$ cat src/rtl/dmem_resp_pkg.sv
// Shared types and constants for the data-memory responder.
// The optional randomised wait-state feature is enabled with DMEM_RAND_WAIT_EN.
package dmem_resp_pkg;

    typedef enum logic [1:0] {
        IDLE = 2'd0,
        WAIT = 2'd1,
        RESP = 2'd2
    } state_t;

    localparam int          BYTE_LANES = 4;
    localparam logic [15:0] LFSR_SEED  = 16'hACE1;
    // Feedback taps 16,14,13,11 expressed as bit positions 15,13,12,10
    localparam logic [15:0] LFSR_TAPS  = 16'hB400;

    // One Fibonacci shift: new bit is the XOR of the tapped bits
    function automatic logic [15:0] lfsr_step(input logic [15:0] cur);
        return {cur[14:0], ^(cur & LFSR_TAPS)};
    endfunction

endpackage

$ cat src/rtl/wait_lfsr.sv
// 16-bit Fibonacci LFSR supplying extra wait states; advances once per enable.
// Only instantiated when DMEM_RAND_WAIT_EN is defined.
module wait_lfsr
    import dmem_resp_pkg::*;
(
    input  logic       clk,
    input  logic       rst,
    input  logic       en_i,
    output logic [1:0] wait_bits_o
);

    logic [15:0] lfsr_q;
    logic [15:0] lfsr_d;

    // Next-state: step only on enable
    always_comb begin
        lfsr_d = lfsr_q;
        if (en_i) begin
            lfsr_d = lfsr_step(lfsr_q);
        end else begin
            lfsr_d = lfsr_q;
        end
    end

    // LFSR state register, seeded on reset
    always_ff @(posedge clk or posedge rst) begin
        if (rst) begin
            lfsr_q <= LFSR_SEED;
        end else begin
            lfsr_q <= lfsr_d;
        end
    end

    // Only the low two bits feed the wait counter
    assign wait_bits_o = lfsr_q[1:0];

endmodule

$ cat src/rtl/data_mem_responder.sv
// Responder end of the data-memory load/store interface: one request at a
// time, programmable wait states, byte-enabled word access on a local RAM,
// response held until the requester takes it.
// Optional feature: define DMEM_RAND_WAIT_EN to add 0..3 pseudo-random wait
// states per request (wait_lfsr sub-module).
module data_mem_responder
    import dmem_resp_pkg::*;
#(
    parameter int NUM_MEM_LOCS = 64,
    parameter int REG_WIDTH    = 32,
    parameter int LATENCY      = 2
) (
    input  logic                  clk,
    input  logic                  rst,
    input  logic                  req_valid,
    output logic                  req_ready,
    input  logic                  req_we,
    input  logic [31:0]           req_addr,
    input  logic [BYTE_LANES-1:0] req_be,
    input  logic [REG_WIDTH-1:0]  req_wdata,
    output logic                  rsp_valid,
    input  logic                  rsp_ready,
    output logic [REG_WIDTH-1:0]  rsp_rdata,
    output logic                  rsp_err
);

    localparam int          AW        = $clog2(NUM_MEM_LOCS);
    // Wide enough for LATENCY (max 15) plus up to 3 random extra states
    localparam int          CW        = 5;
    localparam logic [31:0] MEM_BYTES = 32'(4 * NUM_MEM_LOCS);

    state_t                 state_q, state_d;
    logic [CW-1:0]          cnt_q, cnt_d;
    logic [CW-1:0]          start_cnt_s;

    logic                   we_q;
    logic [31:0]            addr_q;
    logic [BYTE_LANES-1:0]  be_q;
    logic [REG_WIDTH-1:0]   wdata_q;

    logic [REG_WIDTH-1:0]   rdata_q, rdata_d;
    logic                   err_q, err_d;

    logic [REG_WIDTH-1:0]   mem_q [NUM_MEM_LOCS];

    logic                   accept_s;
    logic                   access_s;
    logic                   err_s;
    logic [AW-1:0]          idx_s;

    // Address checks on the captured request
    assign err_s = (addr_q[1:0] != 2'b00) || (addr_q >= MEM_BYTES);
    assign idx_s = addr_q[AW+1:2];

`ifdef DMEM_RAND_WAIT_EN
    logic [1:0] wait_bits_s;

    wait_lfsr u_wait_lfsr (
        .clk         (clk),
        .rst         (rst),
        .en_i        (accept_s),
        .wait_bits_o (wait_bits_s)
    );

    assign start_cnt_s = CW'(LATENCY) + {3'b000, wait_bits_s};
`else
    assign start_cnt_s = CW'(LATENCY);
`endif

    // FSM next state, wait counter and response data; the access happens on
    // the edge that leaves WAIT, so LATENCY==0 still spends one WAIT cycle
    always_comb begin
        state_d  = state_q;
        cnt_d    = cnt_q;
        rdata_d  = rdata_q;
        err_d    = err_q;
        accept_s = 1'b0;
        access_s = 1'b0;
        case (state_q)
            IDLE: begin
                if (req_valid) begin
                    accept_s = 1'b1;
                    cnt_d    = start_cnt_s;
                    state_d  = WAIT;
                end else begin
                    state_d  = IDLE;
                end
            end
            WAIT: begin
                if (cnt_q == {CW{1'b0}}) begin
                    access_s = 1'b1;
                    state_d  = RESP;
                    err_d    = err_s;
                    if (!err_s && !we_q) begin
                        rdata_d = mem_q[idx_s];
                    end else begin
                        rdata_d = {REG_WIDTH{1'b0}};
                    end
                end else begin
                    cnt_d    = cnt_q - CW'(1);
                end
            end
            RESP: begin
                if (rsp_ready) begin
                    state_d = IDLE;
                end else begin
                    state_d = RESP;
                end
            end
            default: begin
                state_d = IDLE;
            end
        endcase
    end

    // FSM state, counter and response registers
    always_ff @(posedge clk or posedge rst) begin
        if (rst) begin
            state_q <= IDLE;
            cnt_q   <= {CW{1'b0}};
            rdata_q <= {REG_WIDTH{1'b0}};
            err_q   <= 1'b0;
        end else begin
            state_q <= state_d;
            cnt_q   <= cnt_d;
            rdata_q <= rdata_d;
            err_q   <= err_d;
        end
    end

    // Capture the request only in the accepting cycle
    always_ff @(posedge clk or posedge rst) begin
        if (rst) begin
            we_q    <= 1'b0;
            addr_q  <= 32'd0;
            be_q    <= {BYTE_LANES{1'b0}};
            wdata_q <= {REG_WIDTH{1'b0}};
        end else if (accept_s) begin
            we_q    <= req_we;
            addr_q  <= req_addr;
            be_q    <= req_be;
            wdata_q <= req_wdata;
        end
    end

    // RAM: cleared by reset, lane-masked store on a valid access
    always_ff @(posedge clk or posedge rst) begin
        if (rst) begin
            for (int i = 0; i < NUM_MEM_LOCS; i++) begin
                mem_q[i] <= {REG_WIDTH{1'b0}};
            end
        end else if (access_s && we_q && !err_s) begin
            for (int b = 0; b < BYTE_LANES; b++) begin
                if (be_q[b]) begin
                    mem_q[idx_s][8*b +: 8] <= wdata_q[8*b +: 8];
                end
            end
        end
    end

    // Handshake flags follow the state register directly
    assign req_ready = (state_q == IDLE);
    assign rsp_valid = (state_q == RESP);
    assign rsp_rdata = rdata_q;
    assign rsp_err   = err_q;

endmodule
$ cat config.mk
export PLATFORM = sky130hd
export DESIGN_NAME = data_mem_responder
export DESIGN_NICKNAME = d
export VERILOG_FILES = /design/src/rtl/dmem_resp_pkg.sv /design/src/rtl/wait_lfsr.sv /design/src/rtl/data_mem_responder.sv
export SDC_FILE = /design/constraint.sdc
export NUM_CORES = 2
export LEC_CHECK = 0
export ABC_AREA = 0
export ABC_CLOCK_PERIOD_IN_PS = 85000
export CELL_PAD_IN_SITES_DETAIL_PLACEMENT = 1
export CELL_PAD_IN_SITES_GLOBAL_PLACEMENT = 1
export CORE_MARGIN = 5
export CORE_UTILIZATION = 45
export CTS_BUF_LIST = sky130_fd_sc_hd__clkbuf_8
export DETAILED_ROUTE_END_ITERATION = 7
export HOLD_SLACK_MARGIN = 0.08
export PLACE_DENSITY = 0.65
export SETUP_SLACK_MARGIN = 0.15
export SLEW_MARGIN = 15
export SYNTH_ARGS = -nofsm -noshare
export SYNTH_HDL_FRONTEND = slang
export SYNTH_SLANG_ARGS = --single-unit
$ cat constraint.sdc
create_clock -name clk -period 85 [get_ports clk]
set_input_delay 8.5 -clock clk [delete_from_list [all_inputs] [get_ports clk]]
set_output_delay 8.5 -clock clk [all_outputs]
set_load 0.02 [all_outputs]
==> impl_metrics.py <==
metrics = {
    "routing": {
        "drt-total-wl_um": 355200,
        "vias": 64785,
        "first_iter_violations": 5172,
        "drtAntennaViolNets": 0,
        "drc": 0,
        "wl_per_cell_um": 34.39,
        "post_drt_via_cell_ratio": 6.274,
        "firstDrtPassIters": 8,
    },
    "global_routing": {
        "grt_max_degree": 176,
        "grt_pass1_wl_um": 514100,
        "grt_pass1_vias": 69146,
        "grtUsageTotal": 0.3070,
        "antenna_found_initial": 15,
        "grt_overflow_total": 0,
    },
    "synthesis": {
        "mappedNetlistArea_um2": 99090,
        "syn_nets": 7105,
        "synth.top_cell.area_share": 0.5447,
        "yosys_most_used_dff": "dfrtp_1",
        "synth_cell_type_count": 80,
        "synth_cells": 7031,
        "synth.avg_cell_area_um2": 14.09,
        "ys_warn_count": 0,
        "synth.area.top_cells": "dfrtp_1 54%, mux2_1 25%, mux4_2 4.8%, nand2_4 2.3%, o22ai_1 1.8%",
        "synth_top_area_cell": "dfrtp_1",
        "synth_seq_area_share": 0.5447,
        "synth-seq-cells": 2157,
        "synth_enable_flop_cells": 0,
        "synthArstFlopShare": 1.000,
    },
    "power": {
        "ir_drop_mv": 0.03777,
        "p_per_area_nw_per_um2": 27.76,
        "p_seq_frac": 0.366,
        "power.internal_w": 0.001819,
        "cellLeakagePower_nw": 59.10,
        "combPwrFrac": 0.314,
        "total_power_w": 0.003074,
        "clkPwrFrac": 0.320,
        "netSwitchingFraction": 0.4084,
        "p_sw_w": 0.001255,
    },
    "finish": {
        "final_common_cell": "mux2_1",
        "final_cell_mix": "2194 x mux2_1, 2122 x dfrtp_1, 495 x clkbuf_8",
        "layout-drive-gt1-share": 0.1780,
        "fin_nets": 7235,
        "n_fill_cell": 21456,
        "final_core_util": 0.5049,
        "syn_to_final_growth_pct": 11.73,
    },
    "placed_design": {
        "io_buffer_count": 107,
        "routabilityCongestion": 0.8382,
        "dpl.hpwl_um": 222100,
        "dp_slack_ns": 69.95,
    },
    "floorplan": {
        "num_rows": 172,
        "die_h_um": 479.3,
        "start_util": 0.4519,
        "io_pins": 108,
        "core_area_um2": 219300,
        "die_area_um2": 229700,
        "die-width_um": 479.3,
    },
    "timing": {
        "finalClockSkew_ns": 0.05502,
        "maxSlewViolCount": 0,
        "fmax_mhz": 72.97,
        "finalSetupViolCount": 0,
        "hold_viol_final": 0,
        "finalWorstSetupSlack_ns": 71.30,
        "hold_ws_ns": 0.4759,
        "period_share": 0.1612,
        "tns_ns": 0,
        "fin_crit_ns": 13.70,
        "tightest_slew_ns": 1.274,
        "slew_headroom": 0.1500,
        "grt_setup_unrepaired": "no",
    },
    "clock_network": {
        "cts_buffers": 392,
        "clk_pin_slew_ns": 0.05,
        "ctsLongestPathBuffers": 4,
        "ctsResizeCount": 0,
        "clk_latency_ns": 1.09,
        "post_cts_buffers": 0,
        "ctsRootBufferMaster": "clkbuf_8",
        "hold_buffers": 0,
        "htree_levels": 5,
        "clock-sinks": 2157,
        "cts_tree": "built",
    },
    "worst_setup_path": {
        "criticalPathCategory": "input port to asynchronous set/reset pin",
        "start_kind": "input port",
        "endpoint_kind": "asynchronous set/reset pin",
        "arrival_ns": 14.80,
        "r2r_slack_ns": 79.02,
        "cp_max_fo": 105,
        "required_ns": 86.09,
    },
    "outcome": {
        "outcome": "complete, no violations",
    },
    "flow_run": {
        "maxCapViolations": 0,
    },
    "min_path": {
        "hp-class": "flop to flop",
    },
}
-- worst paths after layout --
check | startpoint | end | depth (start not counted)
max in group clk | state_q[0]$_DFFE_PP0P_ | req_ready | 2
worst max-delay path | rst | mem_q[893]$_DFFE_PP0P_ | 8
worst min register to register | be_q[0]$_DFFE_PP0P_ | be_q[0]$_DFFE_PP0P_ | 2
worst max register to register | addr_q[2]$_DFFE_PP0P_ | rsp_rdata[2]$_DFFE_PP0P_ | 11
worst min-delay path | be_q[0]$_DFFE_PP0P_ | be_q[0]$_DFFE_PP0P_ | 2
min in group asynchronous | rst | wdata_q[6]$_DFFE_PP0P_ | 2
-- cells by family (layout without fill, tap and decap cells) --
group                      Yosys count  count (layout)  synth area share
muxes                             2562            2562            0.3129
DFF                               2157            2157            0.5447
AOI/OAI and AO/OA                  889             889           0.06181
and+or+nand+nor                    861             861           0.05394
buffers and inverters              559             968           0.02626
xor gates and xnor gates             2               2         0.0001768
adders and majority gates            1               1         0.0001263
other                                0              15                 0
-- cells in the mapped netlist (8+ instances only) --
library cell and n:
a22oi_1 30, o22a_1 23, a32o_1 18, nand2_1 330, nand2b_1 10, a22o_1 13
o21a_1 8, buf_1 20, nand2_4 200, mux4_2 209, nor2_2 22, and2_1 10
dfrtp_1 2157, a221oi_1 20, nor4_1 14, nand2_2 56, o221ai_1 115, buf_4 44
nor3_1 25, o31ai_1 16, a31oi_1 8, mux2_1 2194, a211oi_1 43, a21oi_1 113
o21ai_1 41, buf_2 97, nor2b_1 11, o22ai_1 279, mux2i_1 155, a2bb2oi_1 19
buf_6 29, o211ai_1 13, clkbuf_1 358, o21ai_0 78, o32ai_1 13, nand3_1 12
nor2_1 117, inv_1 8
-- layout make-up --
class,count,area (um2),area share
Sequential cell,2157,54040,0.4881
Multi-Input combinational cell,4315,42770,0.3863
Clock buffer,495,6813,0.06153
Tap cell,2871,3592,0.03245
Timing Repair Buffer,284,2475,0.02235
Clock inverter,178,929.6,0.008397
Inverter,11,57.56,0.0005199
Antenna cell,15,37.54,0.0003390
-- layer usage --
metal	vias up	global-route usage	wire length (um)
met3	702	0.06815	25420
met2	2312	0.4708	161200
met5	-	0	13
met4	2	0.1275	15690
met1	35502	0.4244	152800
li1	26267	-	-
-- power groups by stage --
| stage | combinational [W] | clock [W] | sequential, W |
|---|---|---|---|
| after floorplan | 0.000549 | 0 | 0.00108 |
| after global placement | 0.000941 | 0 | 0.00114 |
| after detailed placement | 0.000948 | 0 | 0.00114 |
| after CTS | 0.000951 | 0.00100 | 0.00112 |
| after global routing | 0.000987 | 0.00105 | 0.00113 |
| final | 0.000965 | 0.000984 | 0.00112 |
-- per-stage QoR --
step	cells	area, um2
5_1_grt	10314	110700
4_1_cts	10311	110700
6_report	10326	110700
3_5_place_dp	9638	102900
2_1_floorplan	7031	99090
3_3_place_gp	9638	102900
-- worst max-delay path: stages --
cell and delay, ns:
clkdlybuf4s50_1 0.49, inv_8 0.48, buf_4 0.82, buf_4 0.89
buf_4 0.87, buf_4 0.80, buf_4 0.89, buf_4 0.75
-- flip-flops by register name (all words and copies together) (netlist names) --
register and flops:
mem_q 2048, addr_q 32, rsp_rdata 32, wdata_q 32, cnt_q 5, be_q 4, state_q 2, rsp_err 1
we_q 1
(Power assumes the default switching activity.)
